File: config.mk
export PLATFORM = sky130hd
export DESIGN_NAME = pc_fetch
export DESIGN_NICKNAME = d
export VERILOG_FILES = /design/src/rtl/pc_fetch.sv
export SDC_FILE = /design/constraint.sdc
export NUM_CORES = 1
export LEC_CHECK = 0
export CAP_MARGIN = 5
export CORE_MARGIN = 3
export CORE_UTILIZATION = 54
export CTS_BUF_LIST = sky130_fd_sc_hd__clkbuf_16
export DETAILED_ROUTE_END_ITERATION = 8
export DONT_BUFFER_PORTS = 1
export PLACE_DENSITY = 0.69
export SLEW_MARGIN = 20
export SYNTH_ARGS = -nofsm -noshare
export SYNTH_HDL_FRONTEND = slang
export SYNTH_SLANG_ARGS = --single-unit
File: constraint.sdc
create_clock -name clk -period 4.1 [get_ports clk]
set_input_delay 0.82 -clock clk [delete_from_list [all_inputs] [get_ports clk]]
set_output_delay 0.82 -clock clk [all_outputs]
set_load 0.02 [all_outputs]
File: src/rtl/pc_fetch.sv
// PC register, EPC capture and instruction-fetch sequencer for the multicycle MIPS datapath.
// Define PC_FETCH_TIMEOUT_EN to abort a stalled fetch with bus_err after TIMEOUT wait cycles.
module pc_fetch #(
  parameter logic [31:0] RESET_PC = 32'h0000_0000,
  parameter int unsigned TIMEOUT  = 16
) (
  input  logic        clk,
  input  logic        reset,
  input  logic [31:0] pc_in,
  input  logic        pc_write,
  input  logic        pc_write_cond,
  input  logic        cond_true,
  input  logic        epc_write,
  input  logic        fetch_start,
  input  logic [31:0] mem_rdata,
  input  logic        mem_ready,
  output logic        mem_rd,
  output logic [31:0] mem_addr,
  output logic [31:0] pc_out,
  output logic [31:0] epc_out,
  output logic [31:0] ir_out,
  output logic        instr_valid,
  output logic        busy,
  output logic        addr_err,
  output logic        bus_err
);

  typedef enum logic [1:0] {IDLE, REQ, DONE} state_e;

  state_e      state_q, state_d;
  logic [31:0] pc_q, pc_d;
  logic [31:0] epc_q, epc_d;
  logic [31:0] ir_q, ir_d;
  logic [31:0] fetch_addr_q, fetch_addr_d;
  logic        mem_rd_q, busy_q, instr_valid_q;
  logic        addr_err_q, addr_err_d;
  logic        bus_err_d;

`ifdef PC_FETCH_TIMEOUT_EN
  logic [7:0] wcnt_q, wcnt_d;
  logic       bus_err_q;
`else
  logic unused_timeout;
  assign unused_timeout = ^TIMEOUT;
`endif

  always_comb begin
    pc_d = pc_q;
    if (pc_write) begin
      pc_d = pc_in;
    end else if (pc_write_cond && cond_true) begin
      pc_d = pc_in;
    end
    epc_d = epc_write ? fetch_addr_q : epc_q;
  end

  always_comb begin
    state_d      = state_q;
    ir_d         = ir_q;
    fetch_addr_d = fetch_addr_q;
    addr_err_d   = 1'b0;
    bus_err_d    = 1'b0;
`ifdef PC_FETCH_TIMEOUT_EN
    wcnt_d       = wcnt_q;
`endif
    unique case (state_q)
      IDLE: begin
        if (fetch_start) begin
          if (pc_q[1:0] != 2'b00) begin
            addr_err_d = 1'b1;
          end else begin
            fetch_addr_d = pc_q;
            state_d      = REQ;
`ifdef PC_FETCH_TIMEOUT_EN
            wcnt_d       = '0;
`endif
          end
        end
      end
      REQ: begin
        if (mem_ready) begin
          ir_d    = mem_rdata;
          state_d = DONE;
        end else begin
`ifdef PC_FETCH_TIMEOUT_EN
          // ready in the same cycle as the limit takes the branch above
          wcnt_d = wcnt_q + 8'd1;
          if (wcnt_d == 8'(TIMEOUT)) begin
            bus_err_d = 1'b1;
            state_d   = IDLE;
          end
`endif
        end
      end
      DONE:    state_d = IDLE;
      default: state_d = IDLE;
    endcase
  end

  // Handshake outputs are registered from the next state so they align with it.
  always_ff @(posedge clk) begin
    if (reset) begin
      state_q       <= IDLE;
      pc_q          <= RESET_PC;
      epc_q         <= '0;
      ir_q          <= '0;
      fetch_addr_q  <= '0;
      mem_rd_q      <= 1'b0;
      busy_q        <= 1'b0;
      instr_valid_q <= 1'b0;
      addr_err_q    <= 1'b0;
    end else begin
      state_q       <= state_d;
      pc_q          <= pc_d;
      epc_q         <= epc_d;
      ir_q          <= ir_d;
      fetch_addr_q  <= fetch_addr_d;
      mem_rd_q      <= (state_d == REQ);
      busy_q        <= (state_d == REQ);
      instr_valid_q <= (state_d == DONE);
      addr_err_q    <= addr_err_d;
    end
  end

`ifdef PC_FETCH_TIMEOUT_EN
  always_ff @(posedge clk) begin
    if (reset) begin
      wcnt_q    <= '0;
      bus_err_q <= 1'b0;
    end else begin
      wcnt_q    <= wcnt_d;
      bus_err_q <= bus_err_d;
    end
  end
  assign bus_err = bus_err_q;
`else
  assign bus_err = bus_err_d;
`endif

  assign mem_rd      = mem_rd_q;
  assign mem_addr    = fetch_addr_q;
  assign pc_out      = pc_q;
  assign epc_out     = epc_q;
  assign ir_out      = ir_q;
  assign instr_valid = instr_valid_q;
  assign busy        = busy_q;
  assign addr_err    = addr_err_q;

endmodule

# [Word level (Yosys, flattened, before mapping)]
# Index checks and enable logic that the tools add are counted.
[totals] inputBits=72 out_inout_bits=133 word_cells=28 regBits=133
[classes] n_reduce_logical=7 eq_ne=3 mux=7 n_bitwise=3
[ops] cell="$mux 32" n=2
[ops] cell="$mux 2" n=3
[ops] cell="$eq 2x1->1 const B" n=2
[ops] cell="$pmux 2 s2" n=1
[ops] cell="$reduce_bool 2->1" n=2
[ops] cell="$not 1->1" n=3
[ops] cell="$reduce_and 3->1" n=1
[ops] cell="$reduce_or 3->1" n=1
[ops] cell="$eq 2x2->1 const B" n=1
[ops] cell="$logic_not 2->1" n=1
[ops] cell="$reduce_and 2->1" n=1
[ops] cell="$logic_and 1x1->1" n=1
[ops] cell="$mux 1" n=1

# [Logic depth before layout (Yosys ltp)]
# Gate-level depths: netlist (run 1).
[depth] word_depth=5 mapped_depth=5 depth_no_buf=3

# [Worst setup path after synthesis (run 1)]
# No wires, ideal clock.
[synth_path] path_kind="input port to flip-flop" startpoint="input port fetch_start" endpoint="register fetch_addr_q[10] (netlist: mem_addr[10])" t_arrival_ns=1.889 path_stages=4 setup_slack_ns=2.140 path_buffers=1 required_ns=4.028 setup_time_ns=0.072 path_cell_list="or3b_4 nor3_4 buf_8 mux2i_1"
[synth_via] elab_chain_cells=1
[synth_lines] item="start: declaration" line_no="14" rtl="input logic fetch_start,"
[synth_lines] item="$reduce_and 3->1 (no line)"
[synth_lines] item="end signal: assignment" line_no="117" rtl="fetch_addr_q <= fetch_addr_d;"
[synth_lines] item="end: declaration" line_no="34" rtl="logic [31:0] fetch_addr_q, fetch_addr_d;"
# No other way between the ends.
# A chain may end at the register's enable or synchronous reset.

==> flow_summary_export.csv, run 1 <==
group,metric,value,unit
synthesis,synth_area_leaders,"dfxtp_1, mux2i_1, nand2_1",
placed_design,port_buffers,0,
worst_setup_path,crit_type,"reg -> out",
timing,fin_crit,1790,ps
clocking,ctsResizeCount,0,
detailed_routing,viasPerCell,5.35,
floorplanning,die_x,101,um
run,cap_violations,0,
timing,final.setup.tns,0,ps
timing,report.final.slew_viol_count,0,
floorplanning,die-area,0.0102,mm^2
synthesis,syn_nets,607,
timing,worst_pin_slew,934,ps
finish,fillCellCount,775,
floorplanning,start_util,55.9,%
synthesis,yosysTopAreaCell,"dfxtp_1",
clocking,h-tree-depth,4,
timing,fin_skew,9.10,ps
global_route,grt_pass1_wl,16300,um
worst_setup_path,cp-endpoint,"mem_rd",
finish,num-nets-final,588,
timing,timing.fmax,558,MHz
synthesis,synth_edf_count,0,
worst_setup_path,reg2regPathDepth,4,
finish,final_layout_size_suffix_gt1_share,7.37,%
status,status,"complete, no violations",
hold_path,hp-class,"in -> reg",
clocking,cts.sinks,133,
power,peakVddDrop,0.270,mV
synthesis,async_flop_share,0,%
power,p_per_area,539,mW/mm^2
worst_setup_path,critPathCaptureType,"output pin",
clocking,postCtsHoldBufs,0,
placed_design,routabilityCongestion,0.702,
synthesis,synth_top_area_share,54.4,%
global_route,track_usage,20.2,%
synthesis,yosysUniqueCellTypes,20,
synthesis,syn_inst,535,
clocking,clockBufferDepth,2,
timing,setup_violations,0,
clocking,cts_setup_buffers,0,
worst_setup_path,crit_arrival,970,ps
hold_path,worstHoldStart,"reset",
timing,slew_headroom,37.6,%
worst_setup_path,cp-start-kind,"register",
worst_setup_path,r2r_setup_slack,2370,ps
global_route,antenna_found_initial,0,
synthesis,yosys_register_bits,133,
clocking,path_clk_slew,60,ps
worst_setup_path,worstPathMaxFanout,2,
worst_setup_path,cp.depth,0,
synthesis,ys_seq_area_share,54.4,%
placed_design,dpl.cell_count,604,
global_route,grt_pass1_vias,3357,
synthesis,synth_top_flop_cell,"dfxtp_1",
timing,finalHoldViolCount,0,
clocking,cts_buffers,17,
power,power_leakage,2.06,nW
finish,final_cell_count_no_fill,637,
floorplanning,rows,34,
timing,holdWs,491,ps
detailed_routing,wl,10500,um
finish,diodes,0,
clocking,clk_latency,400,ps
detailed_routing,wl_per_cell,16.5,um
timing,rsz0062_at_grt,"false",
detailed_routing,drt_iter0_markers,113,
placed_design,dp_hpwl,6970,um
floorplanning,core_area,0.00876,mm^2
floorplanning,fp.dieH,101,um
worst_setup_path,r2r_start,"state_q[1]",
detailed_routing,drc,0,
synthesis,synth.most_common_cell,"dfxtp_1",
detailed_routing,antenna_left,0,
floorplanning,ios,205,
synthesis,ys_top_cells_by_count,"dfxtp_1, nand2_1, a21oi_1",
synthesis,synth.avg_cell_area,9.15,um^2
detailed_routing,first_pass_iters,4,
worst_setup_path,required,3280,ps
detailed_routing,vias,3405,
global_route,grt_max_degree,164,
synthesis,syn_area,0.00489,mm^2
clocking,cts_tree,"done",
global_route,grt_overflow,0,
finish,area_delta_synth_final,10.4,%
worst_setup_path,critical_path.startpoint,"busy",
timing,timing.final.crit_share,43.7,%
worst_setup_path,r2r_end,"mem_addr[17]",
clocking,cts_root_buf,"clkbuf_16",
synthesis,ys.warnings.count,0,
==> registers in the layout (all words and copies together) (netlist names) <==
signal,count
state_q,2
epc_out,32
mem_addr,32
instr_valid,1
pc_out,32
busy,1
addr_err,1
ir_out,32
==> where the power goes <==
group | leakage (nW) | total (mW) | switching (mW) | internal [mW]
clock | 0.259 | 1.33 | 0.561 | 0.774
sequential | 1.08 | 1.45 | 0.103 | 1.34
combinational | 0.723 | 0.133 | 0.0687 | 0.0644
==> worst min-delay path by stage <==
stage	end	slack [ps]	depth (start not counted)
after floorplan	ir_out[0]	530	2
after global placement	ir_out[3]	540	2
after detailed placement	ir_out[8]	550	2
after CTS	epc_out[27]	480	1
after global routing	pc_out[22]	470	1
final	epc_out[24]	490	1
==> metal layers <==
metal | share of wire, % | routed length [um] | global-route usage (%) | vias up
met5 | 0 | 0 | 0 | -
met4 | 1.7 | 175 | 8.28 | 0
met3 | 11 | 1130 | 9.78 | 13
met2 | 49 | 5140 | 33.2 | 145
met1 | 39 | 4070 | 22.6 | 1551
li1 | - | - | - | 1696
==> layout make-up <==
class / count / area (um^2) / area share (%)
clock buffer: 17 / 425 / 7.88
clock inverter: 15 / 106 / 1.97
multi-input combinational: 362 / 2050 / 37.9
sequential: 133 / 2660 / 49.3
tap: 108 / 135 / 2.50
timing repair buffer: 2 / 22.5 / 0.417
==> layout by cell type (no fill, tap or decap), drive strengths merged <==
cell type	instances
or3b	1
and3b	1
a21oi	65
clkinvlp	3
o21ba	2
conb	1
mux2i	62
nand3b	1
inv	5
nor3	2
nand2b	60
clkinv	7
dfxtp	133
a21o	1
clkbuf	17
buf	2
nand2	128
nor3b	3
nor2	35
==> per-stage QoR <==
step	util [%]	setup slack [ps]	area, um^2	total power, mW
after floorplan	-	2140	4890	1.61
after global placement	55.4	1990	4850	1.60
after detailed placement	55.4	1930	4850	1.61
after CTS	61.5	2290	5390	2.94
after global routing	61.6	2250	5400	3.02
final	61.6	2310	5400	2.91
==> kinds of logic (layout without fill, tap and decap cells) <==
family	Yosys count	in the layout	synth area share, %
AO/OA/AOI/OAI	68	68	7.21
buffers and inverters	40	34	3.99
flip-flops	133	133	54.4
multiplexers	62	62	12.7
other	1	1	0.0766
AND/OR/NAND/NOR	231	231	21.7
(Power assumes the default switching activity.)
==> inputs of run 2 (changes only) <==
- PLACE_DENSITY: 0.69 -> 0.72
- clock period: 4.1 -> 1.48 ns (I/O delays scaled with it)
==> run 2 against run 1 <==
  * Design area up 13%
  * Sequential power rose to 2.8 times the previous value
  * Critical path depth up 5
  * Combinational power rose to 4.0 times the previous value
  * Non-clock buffer count up 54
  * Die area unchanged
  * The run now ends with setup timing left
  * Largest power group is now the clock network
==> flow_summary_export.csv, run 2 (synthesis results as in run 1) <==
group,metric,value,unit
status,status,"finished with violations",
status,violations,"setup timing",
timing,rsz0062_at_grt,"true",
floorplanning,die_x,101,um
floorplanning,fp.dieH,101,um
clocking,cts.sinks,133,
clocking,path_clk_slew,60,ps
worst_setup_path,cp_top_family,"simple AND/OR/NAND/NOR gates",
detailed_routing,antenna_left,0,
finish,diodes,0,
worst_setup_path,slowest_delay,410,ps
worst_setup_path,path_buf_inv,2,
power,sw_frac_of_total,22.6,%
timing,setup_violations,10,
detailed_routing,drc,0,
worst_setup_path,worstPathMaxFanout,8,
hold_path,hp-class,"in -> reg",
detailed_routing,wl,11900,um
clocking,h-tree-depth,4,
finish,area_delta_synth_final,24.9,%
placed_design,dpl_worst_slack,-4.34,ps
worst_setup_path,cpMaxStageDelayCell,"or3b_4",
timing,timing.final.crit_share,101,%
floorplanning,rows,34,
finish,num-nets-final,642,
timing,fin_skew,9.72,ps
power,switchingPower,2.04,mW
floorplanning,ios,205,
power,power_leakage,2.49,nW
finish,fillCellCount,693,
clocking,clockBufferDepth,2,
worst_setup_path,crit_arrival,1820,ps
global_route,grt_overflow,0,
finish,final_common_cell,"dfxtp_1",
run,cap_violations,0,
global_route,grt_pass1_vias,3735,
global_route,antenna_found_initial,0,
worst_setup_path,crit_top_cell,"buf_6",
placed_design,port_buffers,0,
global_route,grt_max_degree,110,
power,p_seq_share,44.4,%
timing,report.final.slew_viol_count,0,
timing,fin_crit,1490,ps
detailed_routing,vias,3761,
floorplanning,start_util,55.9,%
global_route,track_usage,22.3,%
worst_setup_path,critPathCaptureType,"register",
clocking,clk_latency,400,ps
clocking,cts_buffers,17,
global_route,grt_pass1_wl,18100,um
power,peakVddDrop,1.05,mV
timing,final.setup.tns,-57.4,ps
floorplanning,die-area,0.0102,mm^2
detailed_routing,first_pass_iters,5,
power,comb_power_share,5.9,%
finish,final_cell_mix,"dfxtp_1, nand2_1, a21oi_1",
floorplanning,core_area,0.00876,mm^2
clocking,cts_tree,"done",
detailed_routing,wl_per_cell,17.2,um
power,p_per_area,1480,mW/mm^2
timing,holdWs,23.1,ps
placed_design,dp_hpwl,7150,um
detailed_routing,drt_iter0_markers,149,
power,intPower,6.98,mW
worst_setup_path,required,1810,ps
clocking,cts_root_buf,"clkbuf_16",
finish,postLayoutCoreUtil,69.7,%
timing,timing.fmax,671,MHz
finish,final_layout_size_suffix_gt1_share,7.89,%
timing,finalHoldViolCount,0,
worst_setup_path,crit_type,"reg -> reg",
detailed_routing,viasPerCell,5.44,
timing,worst_slack,-10.7,ps
power,clock_power_share,49.6,%
worst_setup_path,cp-start-kind,"register",
placed_design,routabilityCongestion,0.763,
worst_setup_path,path_cells,"or3b_4, nor3_4, buf_6, buf_6, mux2i_1",
[run 2: changes by cell type in the layout (fill, tap and decap cells not counted), moves of 2 or more]
| cell | delta |
|---|---|
| dlygate4sd3_1 | +46 |
| bufinv_16 | +5 |
| clkinvlp_4 | -2 |
| buf_12 | +3 |
| inv_6 | -4 |
| buf_6 | +2 |
[run 2: worst reg2reg max path: cells and delay by family (launching register included)]
family	cells	cell delay, ps
buffers and inverters	2	310
DFF	1	320
muxes	1	190
and+or+nand+nor	2	600
[run 2: worst paths after layout]
kind / startpoint / endpoint / slack (ps) / cells past startpoint
max: state_q[1] / mem_addr[27] / -10 / 5
min: mem_rdata[24] / ir_out[24] / 20 / 2
max reg2reg: state_q[1] / mem_addr[27] / -10 / 5
min reg2reg: ir_out[24] / ir_out[24] / 560 / 2
[run 2: timing repair]
| item | 4_1_cts | 5_1_grt |
|---|---|---|
| hold buffers | 47 | 0 |
| cloned | 0 | 2 |
| endpoints found under the setup margin | 7 | 27 |
| resized for setup | 1 | 3 |
| setup buffers | 0 | 1 |
| hold endpoints to repair | 101 | 0 |
[run 2: layer usage]
metal  part of all wire, %  global-route usage [%]  vias to the layer above
li1                      -                       -                     1805
met1                    38                    24.9                     1765
met2                    51                    38.7                      168
met3                   9.2                    7.71                       23
met4                   2.0                    9.10                        0
met5                     0                       0                        -
[run 2: per-stage QoR]
stage / instance area (um^2) / total power [mW] / cells
2_1_floorplan: 4890 / 4.45 / 535
3_3_place_gp: 4930 / 4.46 / 609
6_report: 6110 / 9.02 / 691
4_1_cts: 6060 / 9.05 / 688
3_5_place_dp: 4930 / 4.48 / 609
5_1_grt: 6110 / 9.37 / 691
[run 2: cell type report]
type | count | area (um^2) | share of cell area, %
repair buffers | 56 | 626 | 10.2
multi-input cells | 362 | 2050 | 33.5
clock buffers | 17 | 425 | 6.96
flip-flops and latches | 133 | 2660 | 43.6
clock inverters | 15 | 214 | 3.50
well taps | 108 | 135 | 2.21
[run 2: power groups by stage]
stage	clock network, mW	registers [mW]	logic, mW
after floorplan	0	4.04	0.416
after CTS	4.54	4.01	0.498
after global routing	4.76	4.02	0.589
after detailed placement	0	4.08	0.397
final	4.47	4.01	0.536
after global placement	0	4.08	0.380
